$ cat config.mk
export PLATFORM = sky130hd
export DESIGN_NAME = buyruk_hizalama_kuyrugu
export DESIGN_NICKNAME = d
export VERILOG_FILES = /design/src/rtl/buyruk_hizalama_kuyrugu.sv
export SDC_FILE = /design/constraint.sdc
export NUM_CORES = 1
export LEC_CHECK = 0
export BUFFER_PORTS_ARGS = -buffer_cell sky130_fd_sc_hd__buf_2
export CAP_MARGIN = 10
export CORE_MARGIN = 5
export CORE_UTILIZATION = 40
export CTS_CLUSTER_SIZE = 40
export DETAILED_ROUTE_END_ITERATION = 7
export RECOVER_POWER = 25
export SLEW_MARGIN = 20
export SYNTH_ARGS = -nofsm -noshare
export SYNTH_HDL_FRONTEND = slang
export SYNTH_SLANG_ARGS = --single-unit
$ cat constraint.sdc
create_clock -name clk_i -period 7.6 [get_ports clk_i]
set_input_delay 1.52 -clock clk_i [delete_from_list [all_inputs] [get_ports clk_i]]
set_output_delay 1.52 -clock clk_i [all_outputs]
set_load 0.02 [all_outputs]
$ cat src/rtl/buyruk_hizalama_kuyrugu.sv
// Fetch queue: stores 32-bit fetch words and re-aligns them into 16-bit (RVC) and 32-bit
// instructions tagged with their PC; drops stale fetch responses that follow a flush.
module buyruk_hizalama_kuyrugu #(
    parameter int unsigned        DERINLIK     = 4,
    parameter int unsigned        PS_BIT       = 32,
    parameter logic [PS_BIT-1:0]  BASLANGIC_PS = '0
) (
    input  logic                                 clk_i,
    input  logic                                 rst_i,
    input  logic                                 yaz_gecerli_i,
    output logic                                 yaz_hazir_o,
    input  logic [31:0]                          yaz_buyruk_i,
    input  logic [PS_BIT-1:0]                    yaz_adres_i,
    input  logic                                 bosalt_i,
    input  logic [PS_BIT-1:0]                    bosalt_adres_i,
    output logic                                 oku_gecerli_o,
    input  logic                                 oku_hazir_i,
    output logic [31:0]                          oku_buyruk_o,
    output logic [PS_BIT-1:0]                    oku_ps_o,
    output logic                                 oku_sikistirilmis_o,
    output logic [$clog2(2*DERINLIK):0]          doluluk_o
);
    localparam int unsigned AW = $clog2(DERINLIK);
    localparam int unsigned CW = $clog2(2*DERINLIK) + 1;
    localparam int unsigned WA = PS_BIT - 2;

    logic [31:0]        bellek [DERINLIK];
    logic [AW:0]        yaz_isr;
    logic [AW:0]        oku_isr;
    logic               ofset;
    logic               ilk;
    logic [WA-1:0]      beklenen;
    logic [PS_BIT-1:0]  bas_ps;
    logic [CW-1:0]      sayac;

    logic [AW-1:0]      oku_idx;
    logic [AW-1:0]      sonraki_idx;
    logic [AW:0]        dolu_slot;
    logic [15:0]        h0;
    logic [15:0]        h1;
    logic               rvc;
    logic               gecerli;
    logic               okuma;
    logic               yazma;
    logic               kabul;
    logic [1:0]         adim;
    logic [CW-1:0]      ekle;
    logic [CW-1:0]      cikar;
    logic [AW+1:0]      yeni_konum;

    // Head/next halfword selection; the next halfword may live in the following slot.
    always_comb begin
        oku_idx     = oku_isr[AW-1:0];
        sonraki_idx = oku_idx + AW'(1);
        dolu_slot   = yaz_isr - oku_isr;
        h0          = ofset ? bellek[oku_idx][31:16]    : bellek[oku_idx][15:0];
        h1          = ofset ? bellek[sonraki_idx][15:0] : bellek[oku_idx][31:16];
        rvc         = (h0[1:0] != 2'b11);
        gecerli     = rvc ? (sayac >= CW'(1)) : (sayac >= CW'(2));
        adim        = rvc ? 2'd1 : 2'd2;
        yaz_hazir_o = (dolu_slot < (AW+1)'(DERINLIK));
        okuma       = gecerli & oku_hazir_i & ~bosalt_i;
        yazma       = yaz_gecerli_i & yaz_hazir_o & ~bosalt_i;
        kabul       = yazma & ((yaz_adres_i >> 2) == {2'b00, beklenen});
        ekle        = '0;
        if (kabul) ekle = (ilk & ofset) ? CW'(1) : CW'(2);
        cikar       = okuma ? CW'(adim) : '0;
        yeni_konum  = {oku_isr, ofset} + (AW+2)'(adim);
    end

    always_comb begin
        oku_gecerli_o       = gecerli;
        oku_buyruk_o        = '0;
        oku_ps_o            = '0;
        oku_sikistirilmis_o = 1'b0;
        doluluk_o           = sayac;
        if (gecerli) begin
            oku_buyruk_o        = rvc ? {16'h0000, h0} : {h1, h0};
            oku_ps_o            = bas_ps;
            oku_sikistirilmis_o = rvc;
        end
    end

    always_ff @(posedge clk_i) begin
        if (kabul) bellek[yaz_isr[AW-1:0]] <= yaz_buyruk_i;
    end

    // Pointer, count and expected-address bookkeeping; flush wins over read and write.
    always_ff @(posedge clk_i or posedge rst_i) begin
        if (rst_i) begin
            yaz_isr  <= '0;
            oku_isr  <= '0;
            ofset    <= BASLANGIC_PS[1];
            ilk      <= 1'b1;
            beklenen <= BASLANGIC_PS[PS_BIT-1:2];
            bas_ps   <= {BASLANGIC_PS[PS_BIT-1:1], 1'b0};
            sayac    <= '0;
        end else if (bosalt_i) begin
            yaz_isr  <= '0;
            oku_isr  <= '0;
            ofset    <= bosalt_adres_i[1];
            ilk      <= 1'b1;
            beklenen <= WA'(bosalt_adres_i >> 2);
            bas_ps   <= bosalt_adres_i & ~PS_BIT'(1);
            sayac    <= '0;
        end else begin
            if (kabul) begin
                yaz_isr  <= yaz_isr + (AW+1)'(1);
                beklenen <= beklenen + WA'(1);
                ilk      <= 1'b0;
            end
            if (okuma) begin
                {oku_isr, ofset} <= yeni_konum;
                bas_ps           <= bas_ps + PS_BIT'({adim, 1'b0});
            end
            sayac <= sayac + ekle - cikar;
        end
    end
endmodule

==> After elaboration in Yosys (flattened, before gate mapping) <==
Memory sizes are Yosys's and may differ from the RTL's.
Index checks and enable logic that the tools add are counted.
Widths: inputs -> output; s select.
{ "totals": {"register_bits": 74, "latchBits": 0, "ram_bits": 128, "rom_bits": 0, "in_bits": 101, "out_inout_bits": 71, "elab_cells": 56, "mem_count": 1} }
{ "mem_list": {"columns": ["name", "words", "width", "rd", "rd_ports_with_merged_regs", "write_ports", "line_no", "source"], "rows": [
  ["bellek", 4, 32, 2, 0, 1, "27", "logic [31:0] bellek [DERINLIK];"]
]} }
{ "op_classes": {"addsub": 8, "n_mul": 0, "n_div": 0, "order_cmp": 3, "n_eq_ne": 2, "shifts": 0, "mux": 26, "n_bitwise": 7, "reduce_logical": 2} }
{ "op_table": {"columns": ["cell", "n"], "rows": [
  ["$mux 32", 5],
  ["$mux 30", 2],
  ["$add 32x3->32", 1],
  ["$mux 16", 2],
  ["$add 30x1->30 const B", 1],
  ["$eq 30x30->1", 1],
  ["$mux 3", 4],
  ["$mux 1", 8],
  ["$mux 4", 2],
  ["$and 1x1->1", 6],
  ["$mux 2", 3],
  ["$add 4x2->4", 1],
  ["$add 4x4->4", 1],
  ["$ge 4x1->1 const B", 1],
  ["$ge 4x2->1 const B", 1],
  ["$reduce_bool 2->1", 2],
  ["$sub 4x2->4", 1],
  ["$add 3x1->3 const B", 1],
  ["$lt 3x3->1 const B", 1],
  ["$sub 3x3->3", 1],
  ["$add 2x1->2 const B", 1],
  ["$ne 2x2->1 const B", 1],
  ["$not 1->1", 1]
]} }

==> Logic depth before layout (Yosys ltp) <==
Gate-level depths: netlist of the first run.
{ "logic_depth": {"ltp_word": 9, "mapped_depth": 16, "depth_no_buf": 14} }

==> Worst setup path before layout of the first run <==
OpenSTA, ideal clock, no wires.
{ "synth_timing": {"path_kind": "input port to flip-flop", "from": "input yaz_adres_i[30]", "to": "memory bellek[3][0], enable pin", "setup_ns": 0.505, "arrival_ns": 5.605, "t_required_ns": 7.095, "setup_slack_ns": 1.490, "stages": 5, "path_buffers": 1, "cell_sequence": "xnor2_1 -> nand4_1 -> or4_1 -> buf_2 -> nor4_1"} }
{ "synth_between": {"elab_chain_len": 4} }
{ "synth_rtl": {"columns": ["element", "line_no", "source"], "rows": [
  ["start, declared", "13", "input logic [PS_BIT-1:0] yaz_adres_i,"],
  ["$eq 30x30->1", "64", "kabul = yazma & ((yaz_adres_i >> 2) == {2'b00, beklenen});"],
  ["$and 1x1->1", "64", null],
  ["$mux 1", "85", "if (kabul) bellek[yaz_isr[AW-1:0]] <= yaz_buyruk_i;"],
  ["$mux 1 (implied by the code)", "85", null],
  ["end, declared", "27", null]
]} }
No other way between the ends.

==> Worst setup path in the final report of the first run <==
{ "layout_timing": {"from": "register oku_isr[0]", "to": "output oku_ps_o[4]"} }
{ "layout_between": {"elab_chain_len": 5} }
{ "layout_rtl": {"columns": ["element", "line_no", "source"], "rows": [
  ["start, declared", "29", "logic [AW:0] oku_isr;"],
  ["start signal, assigned", "113", "{oku_isr, ofset} <= yeni_konum;"],
  ["$mem_v2 4x32", null, null],
  ["$mux 16", "56", "h0 = ofset ? bellek[oku_idx][31:16] : bellek[oku_idx][15:0];"],
  ["$ne 2x2->1", "58", "rvc = (h0[1:0] != 2'b11);"],
  ["$mux 1", "59", "gecerli = rvc ? (sayac >= CW'(1)) : (sayac >= CW'(2));"],
  ["$mux 32", "77", "if (gecerli) begin"],
  ["end, declared", "19", "output logic [PS_BIT-1:0] oku_ps_o,"]
]} }
No other way between the ends.

==> flow_summary.json, run 1 <==
{
  "run_status": "complete, no violations",
  "ys_seq_area_share_pct": 53.9,
  "via_per_inst": 5.48,
  "total_inserted_antenna_cells": 0,
  "layout_commonest_cell": "sky130_fd_sc_hd__buf_2",
  "hold_viol": 0,
  "design.die.area_sq_um": 29600,
  "floorplan.rows": 59,
  "chipWidth_microns": 172,
  "power_frac_comb_pct": 33.3,
  "tns_ns": 0,
  "psw_mw": 1.26,
  "vdd.ir_drop.worst_uv": 180,
  "drt.antenna.violating_nets": 0,
  "tritoncts_clock_tree": "done",
  "worst_setup_path_start_kind": "flip-flop",
  "cts-buffers-inserted": 23,
  "top_level_ports": 172,
  "required_time_of_the_critical_path_ns": 6.08,
  "clk_latency_worst_skew_pair_ns": 0.52,
  "starting_density_pct": 40.5,
  "post_cts.repair.setup_buffers": 0,
  "post_synth_num_cell_types": 54,
  "final_area_sq_um": 12500,
  "setup_repair_after_global_routing_missed_its_margin": "no",
  "route.vias.total": 7391,
  "syn-num-nets": 955,
  "worstSetupEndpointType": "output port",
  "cellPowerDensity_nw_per_um2": 292,
  "grt.overflow.total": 0,
  "detailed_place_hpwl_microns": 18400,
  "number_of_synthesized_flops_with_an_enable_pin": 128,
  "placement.io_buffers": 167,
  "pwr-share-clk_pct": 31.4,
  "critical_path.top_delay_family": "buffers and inverters",
  "clockBufferDepth": 3,
  "max_freq_ghz": 0.211,
  "cts_htree_levels": 1,
  "clk_pin_slew_ns": 0.06,
  "power.leakage_nw": 4.67,
  "grt_antenna_before_repair": 2,
  "ys_async_sr_fraction_pct": 36.3,
  "place_congestion": 0.882,
  "cp_slowest_cell": "sky130_fd_sc_hd__dfrtp_2",
  "layout-area-overhead-vs-synth_pct": 18.6,
  "n_fill_cell": 2411,
  "cellInternalPower_mw": 2.38,
  "pin_count_of_the_biggest_net_entering_global_routing": 74,
  "finalClockSkew_ns": 0.0101,
  "p_total_mw": 3.64,
  "drt_first_pass_iters": 5,
  "synth_ff_type": "sky130_fd_sc_hd__edfxtp_1",
  "synth_warnings": 0,
  "synth_seq_cells": 201,
  "first_iter_violations": 502,
  "critPathMaxFanout": 48,
  "chipHeight_microns": 172,
  "cts_sinks": 201,
  "detailedPlace.worstSlack_ns": 2.78,
  "post-route-period-util_pct": 62.4,
  "post_cts_gate_resize_count": 0,
  "setup_viol": 0,
  "worst_slew_pin_slew_ns": 1.17,
  "final_max_slew_viol_count": 0,
  "grt_pass1_wl_microns": 40800,
  "min_path_type": "flip-flop to flip-flop",
  "cp.buffers_inverters": 2,
  "vias_in_the_first_global_route": 7265,
  "detailed_place.area_sq_um": 11700,
  "power.share.switching_pct": 34.6,
  "worst-setup-path-type": "flip-flop to output port",
  "cap_violations": 0,
  "clk_root_buffer_cell": "sky130_fd_sc_hd__clkbuf_16",
  "power.sequential.fraction_pct": 35.3,
  "std_cell_core_area_sq_um": 26000,
  "final_net_count": 1117,
  "post-route-drc-count": 0,
  "placed_cells": 1306,
  "post_route_setup_slack_ns": 2.85,
  "post_synth.cell_area_avg_sq_um": 12.6,
  "route.final.wire_length_microns": 26600,
  "post_drt_wl_per_cell_microns": 19.8,
  "final_cell_mix": "141 x sky130_fd_sc_hd__buf_2, 128 x sky130_fd_sc_hd__edfxtp_1, 69 x sky130_fd_sc_hd__dfrtp_1, 68 x sky130_fd_sc_hd__nor2_1, 55 x sky130_fd_sc_hd__xnor2_1",
  "critical_path.cell_chain": "mux4_2, a211o_1, and3_1, inv_2, and2_1, buf_2",
  "cell_area_synth_sq_um": 10500,
  "global_route.usage.total_pct": 17.6,
  "fraction_of_layout_cells_with_a_size_suffix_above_1_pct": 25.5,
  "max-slew-margin-rel_pct": 21.8,
  "critical-path-max-stage-delay_ns": 0.65,
  "layout_min_cycle_time_ns": 4.75,
  "stdcell_count": 1349,
  "synth_cells": 835,
  "worst-endpoint-arrival_ns": 3.23,
  "hold_buffers": 0
}
==> worst register-to-register path: stages (launching register included) <==
cell                      delay [ns]
sky130_fd_sc_hd__dfrtp_2        0.65
sky130_fd_sc_hd__mux4_2         0.59
sky130_fd_sc_hd__a211o_1        0.31
sky130_fd_sc_hd__and3_1         0.20
sky130_fd_sc_hd__inv_2          0.47
sky130_fd_sc_hd__nand2_1        0.24
sky130_fd_sc_hd__nor3_1         0.31
sky130_fd_sc_hd__fa_1           0.45
sky130_fd_sc_hd__inv_1          0.11
sky130_fd_sc_hd__ha_1           0.24
sky130_fd_sc_hd__a21o_1         0.16
sky130_fd_sc_hd__a21oi_1        0.17
sky130_fd_sc_hd__xnor2_1        0.14
sky130_fd_sc_hd__nor2_1         0.05
==> routing by layer <==
| metal | wire length (microns) | share of wire [%] | GRT usage [%] | vias to the layer above |
|---|---|---|---|---|
| met1 | 11200 | 42 | 23.4 | 3653 |
| met5 | 34 | 0.13 | 0 | - |
| li1 | - | - | - | 3459 |
| met3 | 1640 | 6.2 | 3.64 | 53 |
| met2 | 12900 | 48 | 29.3 | 222 |
| met4 | 824 | 3.1 | 5.64 | 4 |
==> final cells by class <==
cell class / instances / area, sq um / area share, %
clock buffer: 26 / 587 / 4.70
clock inverter: 16 / 194 / 1.55
inverter: 23 / 86.3 / 0.692
multi-input combinational: 564 / 4560 / 36.6
sequential: 201 / 5680 / 45.5
tap: 335 / 419 / 3.36
timing repair buffer: 184 / 947 / 7.59
==> final timing paths <==
kind	from	to	slack [ns]	cells past startpoint
setup / recovery	oku_isr[0]	oku_ps_o[4]	2.85	6
hold / removal	ilk	ilk	0.47	2
setup reg to reg	oku_isr[0]	doluluk_o[3]	3.39	13
hold reg to reg	ilk	ilk	0.47	2
max in group asynchronous	rst_i	ilk	5.32	4
min in group asynchronous	rst_i	bas_ps[23]	1.37	3
==> Yosys cell counts (19+ instances only) <==
cell | count | area share [%]
sky130_fd_sc_hd__edfxtp_1 | 128 | 37
sky130_fd_sc_hd__dfrtp_1 | 72 | 17
sky130_fd_sc_hd__nor2_1 | 68 | 2.4
sky130_fd_sc_hd__xnor2_1 | 55 | 4.6
sky130_fd_sc_hd__nand2_1 | 49 | 1.7
sky130_fd_sc_hd__mux4_2 | 48 | 10
sky130_fd_sc_hd__mux2i_1 | 39 | 3.7
sky130_fd_sc_hd__and2_1 | 38 | 2.3
sky130_fd_sc_hd__nand4_1 | 31 | 1.8
sky130_fd_sc_hd__clkbuf_1 | 29 | 1.0
sky130_fd_sc_hd__nand3_1 | 25 | 1.2
sky130_fd_sc_hd__a21oi_1 | 22 | 1.0
sky130_fd_sc_hd__inv_1 | 22 | 0.78
sky130_fd_sc_hd__nor3_1 | 19 | 0.90
==> cells by family after synthesis <==
family / synth area share (%)
AO/OA/AOI/OAI: 6.20
other: 0.0356
buffers and inverters: 2.77
flip-flops: 53.9
AND/OR/NAND/NOR: 14.0
XOR/XNOR: 5.57
multiplexers: 14.9
adder cells (fa/ha/maj): 2.54
==> power by group through the flow <==
stage / combinational [mW] / sequential [mW] / clock, mW
floorplan: 0.871 / 1.28 / 0
global placement: 1.23 / 1.30 / 0
detailed placement: 1.23 / 1.31 / 0
CTS: 1.24 / 1.28 / 1.16
global route: 1.33 / 1.29 / 1.22
finish: 1.21 / 1.28 / 1.14
==> sequential cells by signal, indices dropped and copies added, names as in the netlist <==
signal,flops
doluluk_o,4
ilk,1
beklenen,30
oku_isr,3
bas_ps,31
yaz_isr,3
bellek,128
ofset,1
==> per-stage QoR <==
stage / hold slack [ns] / utilization (%)
final: 0.473 / 48.0
after floorplan: 0.447 / -
after CTS: 0.476 / 48.0
after global placement: 0.456 / 45.0
after detailed placement: 0.466 / 45.0
after global routing: 0.490 / 48.0
Note: power is estimated with default switching activity, not from simulation.
==> inputs of run 2 (changes only) <==
==> constraint.sdc (replaced) <==
create_clock -name clk_i -period 3.9 [get_ports clk_i]
set_input_delay 0.78 -clock clk_i [delete_from_list [all_inputs] [get_ports clk_i]]
set_output_delay 0.78 -clock clk_i [all_outputs]
set_load 0.02 [all_outputs]
==> run 2 against run 1 <==
  * Sequential cell count unchanged
  * Critical path depth up 1
  * Worst setup slack worse by 2.7 ns
  * First-iteration DRC count decreased by 6.8%
  * Critical path type unchanged
  * Wire length grew 1.5%
  * Final cell count increased by 0.74%
  * Highest routed layer unchanged
==> flow_summary.json, run 2 (same netlist as run 1, synthesis figures left out) <==
{
  "worst-endpoint-arrival_ns": 2.92,
  "route.final.wire_length_microns": 27000,
  "max-slew-margin-rel_pct": 53.5,
  "final_max_slew_viol_count": 0,
  "detailed_place_hpwl_microns": 19100,
  "place_congestion": 0.831,
  "run_status": "complete, no violations",
  "post_cts_gate_resize_count": 0,
  "p_total_mw": 6.90,
  "tns_ns": 0,
  "clockBufferDepth": 3,
  "cap_violations": 0,
  "hold_viol": 0,
  "design.die.area_sq_um": 29600,
  "worst_slew_pin_slew_ns": 0.696,
  "pin_count_of_the_biggest_net_entering_global_routing": 60,
  "clk_latency_worst_skew_pair_ns": 0.52,
  "cellPowerDensity_nw_per_um2": 550,
  "hold_ws_ns": 0.376,
  "via_per_inst": 5.46,
  "required_time_of_the_critical_path_ns": 3.12,
  "grt_antenna_before_repair": 5,
  "final_cell_mix": "136 x sky130_fd_sc_hd__buf_2, 128 x sky130_fd_sc_hd__edfxtp_1, 69 x sky130_fd_sc_hd__dfrtp_1, 68 x sky130_fd_sc_hd__nor2_1, 55 x sky130_fd_sc_hd__xnor2_1",
  "chipHeight_microns": 172,
  "grt_pass1_wl_microns": 41800,
  "power.leakage_nw": 4.70,
  "post-route-period-util_pct": 94.9,
  "post_drt_wl_per_cell_microns": 19.9,
  "std_cell_core_area_sq_um": 26000,
  "post-route-drc-count": 0,
  "tritoncts_clock_tree": "done",
  "cts-buffers-inserted": 22,
  "reg2reg_slack_ns": 0.44,
  "min_path_type": "primary input to async pin",
  "final_net_count": 1127,
  "hold_buffers": 0,
  "chipWidth_microns": 172,
  "drt.antenna.violating_nets": 0,
  "cts_sinks": 201,
  "worstSetupEndpointType": "output port",
  "clk_pin_slew_ns": 0.06,
  "worst-setup-path-type": "flip-flop to output port",
  "finalClockSkew_ns": 0.0191,
  "vias_in_the_first_global_route": 7508,
  "worst_setup_path_start_kind": "flip-flop",
  "drt_first_pass_iters": 5,
  "finish.utilization_pct": 48.3,
  "post_cts.repair.setup_buffers": 0,
  "layout_commonest_cell": "sky130_fd_sc_hd__buf_2",
  "critPathMaxFanout": 47,
  "route.vias.total": 7420,
  "vdd.ir_drop.worst_uv": 409,
  "floorplan.rows": 59,
  "worst_r2r_startpoint": "beklenen[1]",
  "flip_flop_count_of_the_largest_register_after_layout": 128,
  "worstRegToRegCells": 12,
  "max_freq_ghz": 0.270,
  "clk_root_buffer_cell": "sky130_fd_sc_hd__clkbuf_16",
  "top_level_ports": 172,
  "fraction_of_layout_cells_with_a_size_suffix_above_1_pct": 25.8,
  "worst_r2r_endpoint": "doluluk_o[3]",
  "placement.io_buffers": 167,
  "first_iter_violations": 468,
  "starting_density_pct": 40.5,
  "grt.overflow.total": 0,
  "cts_htree_levels": 1,
  "global_route.usage.total_pct": 18.0,
  "layout-area-overhead-vs-synth_pct": 19.2,
  "layout_min_cycle_time_ns": 3.70,
  "setup_viol": 0,
  "setup_repair_after_global_routing_missed_its_margin": "no"
}
## run 2: changes by cell type in the layout (fill, tap and decap cells not counted), moves of 2 or more
| cell | change |
|---|---|
| sky130_fd_sc_hd__bufinv_16 | -3 |
| sky130_fd_sc_hd__buf_4 | +7 |
| sky130_fd_sc_hd__clkbuf_1 | +7 |
| sky130_fd_sc_hd__clkinv_1 | -3 |
| sky130_fd_sc_hd__clkbuf_8 | +3 |
| sky130_fd_sc_hd__clkinvlp_4 | -2 |
| sky130_fd_sc_hd__buf_2 | -5 |
| sky130_fd_sc_hd__diode_2 | +2 |
| sky130_fd_sc_hd__buf_12 | +6 |
## run 2: worst max path at each step
stage                   startpoint           end  slack (ns)  depth (start not counted)
global route            oku_isr[0]   oku_ps_o[2]        0.05                          7
detailed placement  yaz_adres_i[5]  doluluk_o[3]        0.07                         13
CTS                     oku_isr[0]   oku_ps_o[2]        0.18                          7
global placement    yaz_adres_i[5]  doluluk_o[3]        0.06                         13
floorplan               oku_isr[1]  doluluk_o[3]        0.06                         16
finish                  oku_isr[0]   oku_ps_o[4]        0.20                          7
## run 2: metrics by stage
stage          worst slack (ns)  instance area, sq um  instances
2_1_floorplan            0.0638                 10500        835
3_3_place_gp             0.0573                 11900       1318
3_5_place_dp             0.0668                 11900       1318
4_1_cts                   0.183                 12600       1357
5_1_grt                  0.0516                 12500       1358
6_report                  0.197                 12500       1359
## run 2: final cells by class
cell class                 instances  area, sq um
fill                            2402        13400
sequential                       201         5680
multi-input combinational        564         4570
timing repair buffer             195         1080
clock buffer                      31          614
tap                              335          419
clock inverter                     8         87.6
inverter                          23         86.3
antenna                            2         5.00
## run 2: worst max-delay path, cell delays in order, from the launching register on
cell                      delay (ns)
sky130_fd_sc_hd__dfrtp_2        0.48
sky130_fd_sc_hd__mux4_2         0.56
sky130_fd_sc_hd__a211o_1        0.31
sky130_fd_sc_hd__and3_1         0.20
sky130_fd_sc_hd__inv_2          0.06
sky130_fd_sc_hd__buf_4          0.35
sky130_fd_sc_hd__and2_1         0.25
sky130_fd_sc_hd__buf_2          0.19
## run 2: metal layers
metal / GRT usage, % / part of all wire (%)
met1: 24.0 / 42
met2: 30.7 / 48
met3: 3.57 / 7.7
met4: 4.31 / 1.9
met5: 0 / 0.17
## run 2: power by group
group / switching (mW) / internal (mW)
logic: 1.46 / 0.948
clock network: 0.837 / 1.17
registers: 0.132 / 2.36
==> inputs of run 3 (changes only) <==
--- a/config.mk
+++ b/config.mk
@@ -7,7 +7,7 @@
 export LEC_CHECK = 0
 export BUFFER_PORTS_ARGS = -buffer_cell sky130_fd_sc_hd__buf_2
 export CAP_MARGIN = 10
-export CORE_MARGIN = 5
+export CORE_MARGIN = 4
 export CORE_UTILIZATION = 40
 export CTS_CLUSTER_SIZE = 40
 export DETAILED_ROUTE_END_ITERATION = 7
==> run 3 against run 2 <==
  * Critical path depth unchanged
  * Count of clock-buffer cells in the layout grew 3
  * Sequential power hardly changed
  * Combinational power hardly changed
  * Final cell count grew 0.15%
==> flow_summary.json, run 3 (same netlist as run 1, synthesis figures left out) <==
{
  "starting_density_pct": 40.5,
  "cellInternalPower_mw": 4.53,
  "pwr-share-clk_pct": 29.7,
  "route.vias.total": 7469,
  "post_route_setup_slack_ns": 0.195,
  "post_drt_wl_per_cell_microns": 19.6,
  "placed_cells": 1318,
  "design.die.area_sq_um": 29000,
  "grt.overflow.total": 0,
  "worst-setup-path-type": "flip-flop to output port",
  "place_congestion": 0.810,
  "layout_min_cycle_time_ns": 3.71,
  "min_path_type": "primary input to async pin",
  "pin_count_of_the_biggest_net_entering_global_routing": 74,
  "cellPowerDensity_nw_per_um2": 555,
  "multiInputGateArea_sq_um": 4570,
  "drt_first_pass_iters": 5,
  "grt_antenna_before_repair": 3,
  "placement.io_buffers": 167,
  "detailedPlace.worstSlack_ns": 0.124,
  "n_fill_cell": 2362,
  "post_cts.repair.setup_buffers": 0,
  "fraction_of_layout_cells_with_a_size_suffix_above_1_pct": 25.8,
  "final_net_count": 1129,
  "std_cell_core_area_sq_um": 26000,
  "final_cell_mix": "137 x sky130_fd_sc_hd__buf_2, 128 x sky130_fd_sc_hd__edfxtp_1, 69 x sky130_fd_sc_hd__dfrtp_1, 68 x sky130_fd_sc_hd__nor2_1, 55 x sky130_fd_sc_hd__xnor2_1",
  "detailed_place_hpwl_microns": 18500,
  "hold_viol": 0,
  "finalClockSkew_ns": 0.0199,
  "top_level_ports": 172,
  "post-route-period-util_pct": 95.0,
  "power.leakage_nw": 4.70,
  "tritoncts_clock_tree": "done",
  "cts-buffers-inserted": 24,
  "grt_util_met2_pct": 31.5,
  "clk_root_buffer_cell": "sky130_fd_sc_hd__clkbuf_16",
  "setup_repair_after_global_routing_missed_its_margin": "no",
  "worst_slew_pin_slew_ns": 0.685,
  "power.sequential.fraction_pct": 35.8,
  "psw_mw": 2.43,
  "vias_in_the_first_global_route": 7504,
  "worstSetupEndpointType": "output port",
  "final_max_slew_viol_count": 0,
  "route.final.wire_length_microns": 26700,
  "setup_viol": 0,
  "clockBufferDepth": 3,
  "worst-endpoint-arrival_ns": 2.93,
  "worst_setup_path_start_kind": "flip-flop",
  "max-slew-margin-rel_pct": 54.4,
  "critPathMaxFanout": 47,
  "post_cts_gate_resize_count": 0,
  "cts_sinks": 201,
  "drt.antenna.violating_nets": 0,
  "flip_flop_count_of_the_largest_register_after_layout": 128,
  "power_frac_comb_pct": 34.5,
  "groute.layer.met3.usage_pct": 3.60,
  "cts_htree_levels": 1,
  "max_freq_ghz": 0.270,
  "sequential_cell_area_sq_um": 5680,
  "stdcell_count": 1361,
  "grt_pass1_wl_microns": 41600,
  "required_time_of_the_critical_path_ns": 3.12,
  "global_route.usage.total_pct": 18.2,
  "cap_violations": 0,
  "chipWidth_microns": 170,
  "power.share.switching_pct": 34.9,
  "clk_pin_slew_ns": 0.05,
  "layout_commonest_cell": "sky130_fd_sc_hd__buf_2",
  "tns_ns": 0,
  "worst_setup_path_startpoint": "oku_isr[0]",
  "hold_ws_ns": 0.346,
  "first_iter_violations": 644,
  "clk_latency_worst_skew_pair_ns": 0.52,
  "worst_r2r_startpoint": "oku_isr[0]",
  "layout-area-overhead-vs-synth_pct": 19.2,
  "floorplan.rows": 59,
  "run_status": "complete, no violations",
  "globalRouteMet1Util_pct": 23.7,
  "post-route-drc-count": 0,
  "vdd.ir_drop.worst_uv": 359,
  "hold_buffers": 0,
  "via_per_inst": 5.49,
  "globalRoute.busiestLayer": "met2",
  "chipHeight_microns": 170
}
## run 3: worst paths after layout
path | cells past startpoint | endpoint | slack [ns]
worst max-delay path | 7 | oku_ps_o[8] | 0.19
worst min-delay path | 3 | bas_ps[18] | 0.35
worst max register to register | 13 | doluluk_o[3] | 0.49
worst min register to register | 2 | ilk | 0.48
max in group asynchronous | 3 | ilk | 3.18
min in group clk_i | 2 | ilk | 0.48
## run 3: per-stage QoR
| step | total power, mW | cell area (sq um) | utilization (%) |
|---|---|---|---|
| finish | 6.96 | 12500 | 48.3 |
| global route | 7.35 | 12500 | 48.3 |
| CTS | 7.05 | 12600 | 48.4 |
| detailed placement | 4.96 | 11800 | 45.6 |
| global placement | 4.95 | 11800 | 45.6 |
| floorplan | 4.20 | 10500 | - |
## run 3: power groups by stage
stage	sequential, mW	clock (mW)	combinational [mW]
after floorplan	2.49	0	1.70
after global placement	2.53	0	2.42
after detailed placement	2.53	0	2.43
after CTS	2.49	2.12	2.44
after global routing	2.51	2.23	2.62
final	2.49	2.07	2.40
## run 3: cell type report
type / instances / area share (%)
Sequential cell: 201 / 45.3
Multi-Input combinational cell: 564 / 36.5
Timing Repair Buffer: 195 / 8.37
Clock buffer: 34 / 5.17
Tap cell: 335 / 3.34
Clock inverter: 8 / 0.688
Inverter: 23 / 0.688
Antenna cell: 1 / 0.0200
## run 3: per-layer routing
layer	vias to the layer above	share of wire [%]
met5	-	0.15
met4	6	2.2
met3	42	6.8
met2	230	49
met1	3692	42
li1	3499	-
## run 3: worst max-delay path, stage by stage, from the launching register on
cell and delay (ns):
sky130_fd_sc_hd__dfrtp_2 0.48, sky130_fd_sc_hd__mux4_2 0.56, sky130_fd_sc_hd__a211o_1 0.31, sky130_fd_sc_hd__and3_1 0.20, sky130_fd_sc_hd__inv_2 0.06, sky130_fd_sc_hd__buf_4 0.34, sky130_fd_sc_hd__and2_1 0.26, sky130_fd_sc_hd__buf_2 0.19
